$ cat src/rtl/nn_run_sequencer.sv
// rtl/nn_run_sequencer.sv - layer/argmax run sequencer with watchdog and run-cycle counter
//
// Purpose: steps a classifier run through NUM_LAYERS layer passes on the MAC
// engine, then one argmax pass, and latches the resulting digit.
//
// Ports:
//   Clk, Reset      clock and synchronous active-high reset
//   start, abort    run request (taken only in IDLE) / cancel the current run
//   layer_start     one-cycle pulse to the layer engine; layer_sel = layer index
//   layer_done      layer engine completion pulse
//   max_start       one-cycle pulse to the argmax unit
//   max_done        argmax completion; max_idx valid while it is high
//   digit, valid    latched result and its one-cycle "new digit" pulse
//   busy, error     not-IDLE indicator / sticky watchdog timeout flag
//   run_cycles      cycles spent in the last completed run, saturating
module nn_run_sequencer #(
  parameter int NUM_LAYERS = 3,
  parameter int TIMEOUT    = 65535
) (
  input  logic        Clk,
  input  logic        Reset,
  input  logic        start,
  input  logic        abort,
  output logic        layer_start,
  output logic [1:0]  layer_sel,
  input  logic        layer_done,
  output logic        max_start,
  input  logic        max_done,
  input  logic [3:0]  max_idx,
  output logic [3:0]  digit,
  output logic        valid,
  output logic        busy,
  output logic        error,
  output logic [15:0] run_cycles
);

  typedef enum logic [2:0] {
    S_IDLE,
    S_LAYER_GO,
    S_LAYER_WAIT,
    S_MAX_GO,
    S_MAX_WAIT,
    S_DONE,
    S_FAULT
  } state_t;

  localparam logic [1:0]  LAST_LAYER = 2'(NUM_LAYERS - 1);
  localparam logic [15:0] WD_LIMIT   = 16'(TIMEOUT - 1);

  state_t      r_state;
  state_t      w_state_next;
  logic [1:0]  r_layer_sel;
  logic [3:0]  r_digit;
  logic        r_error;
  logic [15:0] r_run_cycles;
  logic [15:0] r_run_cnt;
  logic [15:0] r_wdog;
  logic        w_timeout;
  logic        w_counting;

  // Watchdog value TIMEOUT-1 in a wait state means this is the last cycle
  // a done response can still be accepted.
  assign w_timeout  = (r_wdog == WD_LIMIT);
  assign w_counting = (r_state == S_LAYER_GO) || (r_state == S_LAYER_WAIT) ||
                      (r_state == S_MAX_GO)   || (r_state == S_MAX_WAIT);

  always_comb begin
    w_state_next = r_state;
    case (r_state)
      S_IDLE:       if (start) w_state_next = S_LAYER_GO;
      S_LAYER_GO:   w_state_next = S_LAYER_WAIT;
      S_LAYER_WAIT: begin
        // A done response in the timeout cycle still wins.
        if (layer_done)
          w_state_next = (r_layer_sel == LAST_LAYER) ? S_MAX_GO : S_LAYER_GO;
        else if (w_timeout)
          w_state_next = S_FAULT;
      end
      S_MAX_GO:     w_state_next = S_MAX_WAIT;
      S_MAX_WAIT: begin
        if (max_done)
          w_state_next = S_DONE;
        else if (w_timeout)
          w_state_next = S_FAULT;
      end
      S_DONE:       w_state_next = S_IDLE;
      S_FAULT:      w_state_next = S_IDLE;
      default:      w_state_next = S_IDLE;
    endcase
    // Abort overrides every other transition once a run is under way.
    if (abort && (r_state != S_IDLE))
      w_state_next = S_IDLE;
  end

  always_ff @(posedge Clk) begin
    if (Reset) begin
      r_state      <= S_IDLE;
      r_layer_sel  <= '0;
      r_digit      <= '0;
      r_error      <= 1'b0;
      r_run_cycles <= '0;
      r_run_cnt    <= '0;
      r_wdog       <= '0;
    end else begin
      r_state <= w_state_next;

      if ((r_state == S_IDLE) && start) begin
        r_layer_sel <= '0;
        r_error     <= 1'b0;
        r_run_cnt   <= '0;
      end else if (w_counting && (r_run_cnt != 16'hFFFF)) begin
        r_run_cnt <= r_run_cnt + 16'd1;
      end

      if ((r_state == S_LAYER_WAIT) && (w_state_next == S_LAYER_GO))
        r_layer_sel <= r_layer_sel + 2'd1;

      // Every wait state is entered from its GO state, so clearing there
      // gives a count of 0 in the first wait cycle.
      if ((r_state == S_LAYER_GO) || (r_state == S_MAX_GO))
        r_wdog <= '0;
      else if ((r_state == S_LAYER_WAIT) || (r_state == S_MAX_WAIT))
        r_wdog <= r_wdog + 16'd1;

      if ((r_state == S_MAX_WAIT) && (w_state_next == S_DONE))
        r_digit <= max_idx;

      if (r_state == S_DONE)
        r_run_cycles <= r_run_cnt;

      // Only a wait state can lead to FAULT, and abort has already
      // redirected w_state_next, so an aborted run never sets error.
      if ((w_state_next == S_FAULT) && (r_state != S_FAULT))
        r_error <= 1'b1;
    end
  end

  assign layer_start = (r_state == S_LAYER_GO);
  assign max_start   = (r_state == S_MAX_GO);
  assign valid       = (r_state == S_DONE);
  assign busy        = (r_state != S_IDLE);
  assign layer_sel   = r_layer_sel;
  assign digit       = r_digit;
  assign error       = r_error;
  assign run_cycles  = r_run_cycles;

endmodule

$ cat config.mk
export PLATFORM = sky130hd
export DESIGN_NAME = nn_run_sequencer
export DESIGN_NICKNAME = d
export VERILOG_FILES = /design/src/rtl/nn_run_sequencer.sv
export SDC_FILE = /design/constraint.sdc
export NUM_CORES = 1
export LEC_CHECK = 0
export ABC_CLOCK_PERIOD_IN_PS = 1930
export BUFFER_PORTS_ARGS = -buffer_cell sky130_fd_sc_hd__buf_2
export CAP_MARGIN = 10
export CORE_MARGIN = 8
export CORE_UTILIZATION = 45
export CTS_CLUSTER_DIAMETER = 80
export CTS_CLUSTER_SIZE = 14
export DETAILED_ROUTE_END_ITERATION = 7
export PLACE_DENSITY = 0.67
export SLEW_MARGIN = 20
export SYNTH_ARGS = -nofsm -noshare
export SYNTH_HDL_FRONTEND = slang
export SYNTH_SLANG_ARGS = --single-unit
$ cat constraint.sdc
create_clock -name Clk -period 1.93 [get_ports Clk]
set_clock_uncertainty 0.2 [all_clocks]
set_input_delay 0.193 -clock Clk [delete_from_list [all_inputs] [get_ports Clk]]
set_output_delay 0.193 -clock Clk [all_outputs]
set_load 0.1 [all_outputs]
# Word-level counts from Yosys, hierarchy flattened
# Index checks and enable logic that the tools add are counted.
# op_classes
addsub	3
multipliers	0
div	0
order_cmp	0
eq_ne	12
shift	0
mux	11
bitwise_logic	0
n_reduce_logical	17
# op_table
op	count
$add A16 B1 Y16 const B	2
$eq A16 B16 Y1 const B	1
$ne A16 B16 Y1 const B	1
$mux W3	5
$pmux W3 S5	1
$eq A3 B3 Y1 const B	4
$eq A3 B1 Y1 const B	2
$eq A3 B2 Y1 const B	2
$logic_and A1 B1 Y1	6
$mux W2	3
$logic_or A1 B1 Y1	5
$reduce_bool A2 Y1	2
$reduce_or A2 Y1	2
$logic_not A3 Y1	1
$ne A3 B3 Y1 const B	1
$reduce_bool A3 Y1	1
$add A2 B1 Y2 const B	1
$eq A2 B2 Y1 const B	1
$mux W1	2
# totals
ff_bits	58
latch_bits	0
ram_bits	0
rom_bits	0
input_bits	10
output_inout_bits	27
elab_cells	50
mem_count	0

# Depth between registers and ports, before layout
# Gate-level depths: netlist (run 1).
# depth
ltp_word	8
depth_mapped	7

# Worst setup path after synthesis (run 1)
# No wires, ideal clock.
# synth_timing
path_type	flip-flop to output port
startpoint	register r_state[2]
endpoint	output port layer_start
t_arrival_ns	2.138
required_ns	1.537
path_slack_ns	-0.601
stages_incl_launch_ff	4
n_path_buf	1
path_cell_list	dfxtp_1 clkbuf_1 or2_2 nor2_1
# synth_via
elab_chain_len	1
# synth_rtl
item	line	text
start, declared	50	state_t r_state;
start signal, assigned	105	r_state <= w_state_next;
$eq A3 B1 Y1	138	assign layer_start = (r_state == S_LAYER_GO);
end, declared	24	output logic layer_start,
# Every way passes these cells.

# Final worst setup path (run 1)
# layout_timing
startpoint	register r_state[2]
endpoint	register r_run_cnt[7]
# layout_via
elab_chain_len	5
elab_cells_between_ends	11
# layout_rtl
item	line	text
$eq A3 B1 Y1 or $eq A3 B2 Y1 (tied branches)	64	assign w_counting = (r_state == S_LAYER_GO) || (r_state == S_LAYER_WAIT) ||
$logic_or A1 B1 Y1 (2 in a row)	64	
$logic_or A1 B1 Y1	65	(r_state == S_MAX_GO) || (r_state == S_MAX_WAIT);
$logic_and A1 B1 Y1	111	end else if (w_counting && (r_run_cnt != 16'hFFFF)) begin
end signal, assigned	112	r_run_cnt <= r_run_cnt + 16'd1;
end, declared	56	logic [15:0] r_run_cnt;
# Several ways; a longest one is shown, not always the timed one.
# A chain may end at the register's enable or synchronous reset.

==> metrics, run 1 <==
status=finished with violations; failing checks=negative setup slack; HP Class=in -> reg; Lkg Pwr=roughly 1.5 nW; Die Width=around 94 µm; Initial Util=46.6%; Worst setup EP type=register; Fin. Hold Viols=0; Worst Path Required=2.00 ns; DRC=0; RSZ-0062 raised after global routing=true; # port buffers=36; CORE AREA=about 6000 µm²; n_diodes=0; CP top delay family=simple AND/OR/NAND/NOR gates; clock sink count=between 50 and 60; post-route worst setup slack=-0.0170 ns; syn avg cell area=between 8 and 9 µm²; Critical Path Start Type=register; cell taking the most area after synthesis=dfxtp_1; Comb pwr share=9.5%; Setup TNS=-0.0333 ns; PD cells=about 700 nW/µm²; H-tree depth=3; most frequent CP cell=or4_4; Final period util=101%; top cell type's share of synthesized area=between 40% and 50%; net count of the mapped netlist=345; multiplexer share of the synthesized area=2.54%; crit path buf inv count=0; final slew viol count=0; Total Routed Length=7650 µm; P&R area growth vs syn=40.7%; TritonCTS buffer count=9; Post-Synth Adder-Cell Area=2.18%; CTS tree=built; DR vias/cell=about 5.6; CTS root buffer=clkbuf_8; largest net degree at the start of global routing=34; simple-gate share of the synthesized area=~28%; Core Util, Final=around 66%; switching power=roughly 0.65 mW; Synth Area in Compound Gates=a little under a fifth; largest family of logic cells by synthesized area=simple AND/OR/NAND/NOR gates; FF-to-FF Start=r_state[2]; Final Setup Violations=3; max cap viols=0; Skew-Pair Late Insertion Delay=between 0.3 and 0.4 ns; slew of the pin with the lowest slew margin=0.577 ns; Die Area=8900 µm²; Cell Chain, Critical Path=nor3_2 -> or4_4 -> or4_4 -> a21oi_2; Relative slew margins=~62%; via count=roughly 2800; Tot GR Track Use=roughly 17%; Post-synth EDFFs=0; Rows=28; clk slew on worst S/H paths=0.06 ns; antenna-violating nets left=0; Seq/Total Area, Yosys=a little over two fifths; Longest Clk Path Bufs=2; cell count after synthesis=~330; total power draw=2.79 mW; crit-path max FO=8; post-synth cell types=53; vias in the first global route=~2600; GPL Wtd Cong=around 0.85; crit path max-delay cell type=or4_4; Period minus WS final=slightly below 2 ns; drt pass-1 iters=4; kind of critical path=reg -> reg; initial drt markers=97; CP startpoint=r_state[2]; asr flop ratio synth=0%; Critical Path AT=2.01 ns; Nets=about 430; hold_sp=abort; Top Ports=37; Clk pwr share=~47%; synthesis-stage register bit count=a little under 60; global route overflow=0; Syn. warnings=0; initial antenna violation count=0; post-DP HPWL=just over 5000 µm; ys flop type=dfxtp_1; xor/xnor cell area share of the yosys netlist=between 2 and 2.5%; VDD IR max=0.750 mV; Synth area leaders=dfxtp_1 (42%), nand2_1 (7.1%), a21oi_1 (6.2%); first-pass GRT wire length=~12000 µm; Final Non-Filler Cells=roughly 500; Die Y=94.3 µm; DR WL/cell=approximately 15 µm; Post-Syn Area=around 2800 µm²; Sw Ratio=23.3%; fmax=between 0.5 and 0.6 GHz; share of cells above drive strength 1=a little over a third; crit-path max cell delay=roughly 0.60 ns; Setup WS pre-CTS=-0.140 ns; Internal Pwr Total=~2.1 mW; Reg power frac=roughly 44%; dpl cells=~470
==> layout by cell type, fill, tap and decap left out, types with 8 or more instances in the layout <==
master | Yosys | layout
nand2_1 | 52 | 51
buf_4 | 0 | 51
dfxtp_1 | 58 | 49
buf_2 | 1 | 32
a21oi_1 | 34 | 30
nor2_1 | 18 | 16
clkbuf_8 | 0 | 12
nand3_1 | 14 | 10
o31ai_1 | 11 | 10
o21ai_0 | 10 | 10
nand4_1 | 9 | 9
inv_1 | 8 | 8
==> path summary, 6_finish.rpt <==
| path | slack [ns] | end | cells past startpoint |
|---|---|---|---|
| setup / recovery | -0.02 | r_run_cnt[7] | 4 |
| hold / removal | 0.05 | r_state[0] | 3 |
| setup reg to reg | -0.02 | r_run_cnt[7] | 4 |
| hold reg to reg | 0.25 | run_cycles[5] | 2 |
==> power groups by stage <==
stage	clock, mW	combinational [mW]	sequential, mW
after floorplan	0	0.145	1.25
after global placement	0	0.226	1.24
after detailed placement	0	0.227	1.25
after CTS	1.33	0.241	1.22
after global routing	1.38	0.282	1.22
final	1.31	0.265	1.22
==> flip-flops by register name, indices dropped and copies added, names as in the netlist <==
signal      count
r_run_cnt      16
digit           4
r_state         3
error           1
layer_sel       2
run_cycles     16
r_wdog         16
==> metrics by stage <==
step	hold WS, ns	area [µm²]
2_1_floorplan	0.137	2830
3_3_place_gp	0.229	3370
3_5_place_dp	0.232	3370
4_1_cts	0.0305	3700
5_1_grt	0.0684	3880
6_report	0.0521	3880
==> layer usage <==
layer	track usage, %	part of all wire (%)	vias to the layer above
li1	-	-	1392
met1	21.1	46	1318
met2	26.3	46	69
met3	4.88	6.5	11
met4	7.53	1.7	0
met5	0	0	-
==> timing repair <==
item,CTS,global route
resized for setup,15,21
pin swaps,1,5
hold buffers,5,0
buffers inserted,0,13
setup endpoints to repair,14,22
endpoints found under the hold margin,5,0
==> cell type report <==
type	instances	area, µm²
tap	75	93.8
clock buffer	12	165
inverter	9	38.8
timing repair buffer	95	723
clock inverter	4	72.6
fill	461	2040
sequential	58	1180
multi-input combinational	246	1610
==> logic make-up after synthesis <==
| family | count (synthesis) |
|---|---|
| flip-flops | 58 |
| buffers and inverters | 27 |
| multiplexers | 7 |
| adder cells (fa/ha/maj) | 5 |
| XOR/XNOR | 7 |
| AND/OR/NAND/NOR | 146 |
| AO/OA/AOI/OAI | 81 |
==> synth_stat cells (all sizes together) (2+ instances only) <==
cell,number
a21oi,34
a31oi,5
and2,2
and3,4
and3b,3
and4,3
buf,5
clkbuf,13
dfxtp,58
ha,4
inv,8
mux2i,7
nand2,52
nand2b,2
nand3,14
nand4,9
nor2,18
nor2b,2
nor3,8
nor3b,3
nor4,3
nor4b,2
o211ai,2
o21a,4
o21ai,10
o311ai,2
o31ai,11
o41ai,4
or2,3
or3,3
or4,13
xor2,6
==> worst register-to-register path, cell delays in order (launching register included) <==
cell and delay (ns):
dfxtp_4 0.38, nor3_2 0.07, or4_4 0.60, or4_4 0.51
a21oi_2 0.13
(Power assumes the default switching activity.)
==> run 2: changes to the inputs <==
--- a/config.mk
+++ b/config.mk
@@ -5,15 +5,16 @@
 export SDC_FILE = /design/constraint.sdc
 export NUM_CORES = 1
 export LEC_CHECK = 0
-export ABC_CLOCK_PERIOD_IN_PS = 1930
+export ABC_CLOCK_PERIOD_IN_PS = 1600
 export BUFFER_PORTS_ARGS = -buffer_cell sky130_fd_sc_hd__buf_2
 export CAP_MARGIN = 10
-export CORE_MARGIN = 8
+export CORE_MARGIN = 5
 export CORE_UTILIZATION = 45
 export CTS_CLUSTER_DIAMETER = 80
 export CTS_CLUSTER_SIZE = 14
 export DETAILED_ROUTE_END_ITERATION = 7
 export PLACE_DENSITY = 0.67
+export REMOVE_ABC_BUFFERS = 1
 export SLEW_MARGIN = 20
 export SYNTH_ARGS = -nofsm -noshare
 export SYNTH_HDL_FRONTEND = slang
==> constraint.sdc (replaced) <==
create_clock -name Clk -period 1.6 [get_ports Clk]
set_clock_uncertainty 0.2 [all_clocks]
set_input_delay 0.16 -clock Clk [delete_from_list [all_inputs] [get_ports Clk]]
set_output_delay 0.16 -clock Clk [all_outputs]
set_load 0.1 [all_outputs]
==> metrics, run 2 (same netlist as run 1, synthesis figures left out) <==
DRC=0; fmax=between 0.4 and 0.5 GHz; total power draw=about 3.4 mW; Fin. Hold Viols=0; most frequent cells in the layout=buf_4 (75), nand2_1 (50), dfxtp_1 (47), buf_2 (32), a21oi_1 (28); RR Endpoint=r_run_cnt[13]; global route overflow=0; Rows=28; first-pass GRT wire length=about 14000 µm; Period minus WS final=between 2 and 2.5 ns; R2R depth=4; Top Ports=37; Final Setup Violations=35; Worst Path Required=about 1.7 ns; Skew-Pair Late Insertion Delay=between 0.3 and 0.4 ns; via count=3052; PD cells=slightly below 800 nW/µm²; largest net degree at the start of global routing=20; Longest Clk Path Bufs=2; Critical Path AT=about 2.1 ns; final slew viol count=0; # port buffers=36; Nets=roughly 470; Initial Util=between 40% and 50%; Register Area=1180 µm²; crit-path max cell delay=~0.57 ns; CTS tree=built; Die Area=~8000 µm²; Worst setup EP type=register; CP startpoint=r_state[0]; GPL Wtd Cong=around 0.83; share of cells above drive strength 1=44.2%; antenna-violating nets left=0; P&R area growth vs syn=58.1%; dpl cells=~500; status=finished with violations; Total Routed Length=between 8000 and 9000 µm; slew of the pin with the lowest slew margin=around 0.59 ns; DR vias/cell=between 5 and 6; hold_sp=Reset; post-route worst setup slack=-0.416 ns; VDD IR max=0.718 mV; Lkg Pwr=roughly 1.8 nW; failing checks=negative setup slack; initial drt markers=approximately 140; clk slew on worst S/H paths=around 0.07 ns; Final period util=126%; TritonCTS buffer count=9; Setup WS pre-CTS=-0.459 ns; Die Width=between 80 and 90 µm; Multi-input gate area=around 1800 µm²; initial antenna violation count=0; Die Y=88.3 µm; r2r setup slk=-0.42 ns; max cap viols=0; crit path max-delay cell type=or4_4; RSZ-0062 raised after global routing=true; DR WL/cell=16.4 µm; Relative slew margins=between 60% and 70%; crit path to=r_run_cnt[13]; CTS root buffer=clkbuf_8; vias in the first global route=approximately 3000; clock sink count=58; Tot GR Track Use=22.2%; Critical Path Start Type=register; post-DP HPWL=roughly 5200 µm; Setup TNS=-7.24 ns; most common cell after layout, fill and taps aside=buf_4; most frequent CP cell=or4_4; H-tree depth=3; fillers=roughly 420; Final Non-Filler Cells=roughly 530; FF-to-FF Start=r_state[0]; drt pass-1 iters=5; crit-path max FO=7; CORE AREA=5960 µm²; kind of critical path=reg -> reg; Cell Chain, Critical Path=o21a_4 -> or4_4 -> or4_4 -> a21oi_2; HP Class=in -> reg; n_diodes=0
[run 2: cell type report]
| class | instances | area share [%] |
|---|---|---|
| Clock buffer | 11 | 3.24 |
| Sequential cell | 58 | 27.0 |
| Inverter | 9 | 1.00 |
| Timing Repair Buffer | 130 | 24.1 |
| Multi-Input combinational cell | 246 | 40.7 |
| Clock inverter | 5 | 1.78 |
| Tap cell | 75 | 2.15 |
[run 2: power by group]
part / leakage, nW / total [mW] / switching (mW) / internal (mW)
combinational: 1.18 / 0.406 / 0.227 / 0.179
sequential: 0.473 / 1.47 / 0.0146 / 1.46
clock: 0.109 / 1.53 / 0.614 / 0.914
total: 1.77 / 3.40 / 0.855 / 2.55
[run 2: through the flow]
stage | cell area, µm² | hold WS, ns | util [%]
final | 4360 | 0.0207 | 73.3
after global routing | 4360 | 0.0398 | 73.3
after CTS | 4170 | 0.00214 | 70.0
after detailed placement | 3560 | 0.199 | 59.8
after global placement | 3560 | 0.196 | 59.8
after floorplan | 2680 | 0.0291 | -
[run 2: worst max-delay path: cells and delay by family, from the launching register on]
kind            cells  cell delay, ns
compound gates      2            0.32
flops               1            0.35
simple gates        2            1.08
[run 2: routing by layer]
metal	share of wire [%]	vias up	wire length (µm)	GRT usage [%]
met1	41	1451	3620	26.3
li1	-	1461	-	-
met5	0	-	0	0
met3	6.0	25	528	5.59
met4	2.6	0	226	10.6
met2	50	115	4400	37.7
[run 2: worst min path at each step]
| stage | to | cells past startpoint |
|---|---|---|
| finish | run_cycles[0] | 2 |
| detailed placement | digit[3] | 3 |
| global placement | digit[2] | 3 |
| global route | run_cycles[4] | 2 |
| floorplan | r_wdog[0] | 1 |
| CTS | run_cycles[1] | 2 |
[run 2: repair_timing]
action                                  in CTS  in global routing
endpoints found under the setup margin      56                 41
gates cloned                                 1                  0
hold buffers                                 5                  0
setup buffers                               14                  5
hold endpoints to repair                     5                  0
resized for setup                           50                 43
pin swaps                                   20                 18
==> run 3: changes to the inputs <==
--- a/config.mk
+++ b/config.mk
@@ -5,7 +5,7 @@
 export SDC_FILE = /design/constraint.sdc
 export NUM_CORES = 1
 export LEC_CHECK = 0
-export ABC_CLOCK_PERIOD_IN_PS = 1600
+export ABC_CLOCK_PERIOD_IN_PS = 1750
 export BUFFER_PORTS_ARGS = -buffer_cell sky130_fd_sc_hd__buf_2
 export CAP_MARGIN = 10
 export CORE_MARGIN = 5
@@ -13,6 +13,7 @@
 export CTS_CLUSTER_DIAMETER = 80
 export CTS_CLUSTER_SIZE = 14
 export DETAILED_ROUTE_END_ITERATION = 7
+export MAX_ROUTING_LAYER = met4
 export PLACE_DENSITY = 0.67
 export REMOVE_ABC_BUFFERS = 1
 export SLEW_MARGIN = 20
==> constraint.sdc (replaced) <==
create_clock -name Clk -period 1.75 [get_ports Clk]
set_clock_uncertainty 0.2 [all_clocks]
set_input_delay 0.175 -clock Clk [delete_from_list [all_inputs] [get_ports Clk]]
set_output_delay 0.175 -clock Clk [all_outputs]
set_load 0.1 [all_outputs]
==> metrics, run 3 (same netlist as run 1, synthesis figures left out) <==
antenna-violating nets left=0; share of cells above drive strength 1=between 40% and 50%; initial antenna violation count=0; initial drt markers=153; Final Cell Area=~4300 µm²; final slew viol count=0; Initial Util=between 40% and 50%; DR vias/cell=roughly 5.7; HP Class=in -> reg; Skew-Pair Late Insertion Delay=around 0.35 ns; Post-DP Area=between 3000 and 4000 µm²; Final period util=118%; post-DP HPWL=between 4000 and 5000 µm; Nets=455; Critical Path AT=between 2 and 2.5 ns; slew of the pin with the lowest slew margin=0.491 ns; crit-path max FO=6; P&R area growth vs syn=55.0%; failing checks=negative setup slack; Final Non-Filler Cells=520; total power draw=about 2.9 mW; Top Ports=37; CTS root buffer=clkbuf_8; most frequent cells in the layout=buf_4 (59), dfxtp_1 (50), nand2_1 (49), buf_2 (32), a21oi_1 (26); DRC=0; n_diodes=0; TritonCTS buffer count=9; drt pass-1 iters=5; Core Util, Final=between 70 and 80%; Worst setup EP type=register; most common cell after layout, fill and taps aside=buf_4; Relative slew margins=67.5%; Rows=28; clock sink count=a little under 60; GPL Wtd Cong=between 0.8 and 0.9; fmax=between 0.4 and 0.5 GHz; # port buffers=36; VDD IR max=0.506 mV; max cap viols=0; via count=2965; kind of critical path=reg -> reg; Period minus WS final=2.06 ns; vias in the first global route=roughly 2600; dpl cells=~480; Tot GR Track Use=roughly a fifth; Final Setup Violations=32; Die Area=approximately 8000 µm²; first-pass GRT wire length=11800 µm; CORE AREA=around 6000 µm²; Longest Clk Path Bufs=2; DR WL/cell=16.5 µm; fillers=approximately 440; Total Routed Length=roughly 8600 µm; Lkg Pwr=1.68 nW; Fin. Hold Viols=0; largest net degree at the start of global routing=20; Setup TNS=-4.20 ns; Worst Path Required=~1.8 ns; CTS tree=built; global route overflow=0; Die Y=around 88 µm; post-route worst setup slack=-0.310 ns; status=finished with violations; RSZ-0062 raised after global routing=true; H-tree depth=3; Critical Path Start Type=register; clk slew on worst S/H paths=0.07 ns; PD cells=between 600 and 700 nW/µm²; Die Width=88.3 µm
run 3: cell types whose count changed in the layout (fill, tap and decap cells not counted), moves of 3 or more:
cell and change:
buf_6 +4, or4_4 +5, dfxtp_2 -6, buf_4 -16, o31ai_1 -4, dfxtp_1 +3
or4_1 -5, dfxtp_4 +3, o31ai_4 +3
run 3: repair_timing:
action,4_1_cts,5_1_grt
buffers inserted,10,8
gates cloned,0,1
resized for setup,39,73
pin swaps,9,26
hold buffers,5,0
setup endpoints to repair,32,36
hold endpoints to repair,5,0
run 3: power breakdown:
part	switching, mW	internal [mW]	leakage, nW
clock network	0.555	0.682	0.0941
registers	0.0127	1.33	0.473
logic	0.201	0.156	1.11
run 3: final cells by class:
class | instances | area, µm² | share of cell area [%]
clock buffer | 10 | 138 | 3.22
timing repair buffer | 117 | 955 | 22.3
sequential | 58 | 1180 | 27.6
clock inverter | 5 | 55.1 | 1.29
tap | 75 | 93.8 | 2.19
multi-input combinational | 246 | 1820 | 42.5
inverter | 9 | 38.8 | 0.907
run 3: path summary, 6_finish.rpt:
kind | from | endpoint | slack, ns | cells past startpoint
hold reg to reg | run_cycles[4] | run_cycles[4] | 0.25 | 2
setup / recovery | r_state[1] | r_run_cnt[11] | -0.31 | 5
hold / removal | Reset | r_wdog[1] | 0.03 | 2
setup reg to reg | r_state[1] | r_run_cnt[11] | -0.31 | 5
run 3: metal layers:
metal  vias up  wire, µm  GRT usage [%]  part of all wire [%]
met5         -         0              -                     0
met1      1394      3700           25.6                    43
met2       115      4130           30.4                    48
li1       1435         -              -                     -
met4         0       229           9.07                   2.7
met3        21       504           3.82                   5.9
run 3: through the flow:
stage / hold slack, ns / worst slack, ns
after floorplan: 0.0441 / -1.01
after global placement: 0.213 / -0.243
after detailed placement: 0.215 / -0.271
after CTS: 0.0161 / -0.212
after global routing: 0.0503 / -0.347
final: 0.0311 / -0.310
run 3: worst max-delay path, cell delays in order, from the launching register on:
cell and delay, ns:
dfxtp_4 0.35, o21a_4 0.21, or4_4 0.57, buf_6 0.16
o311ai_1 0.30, o41ai_1 0.14
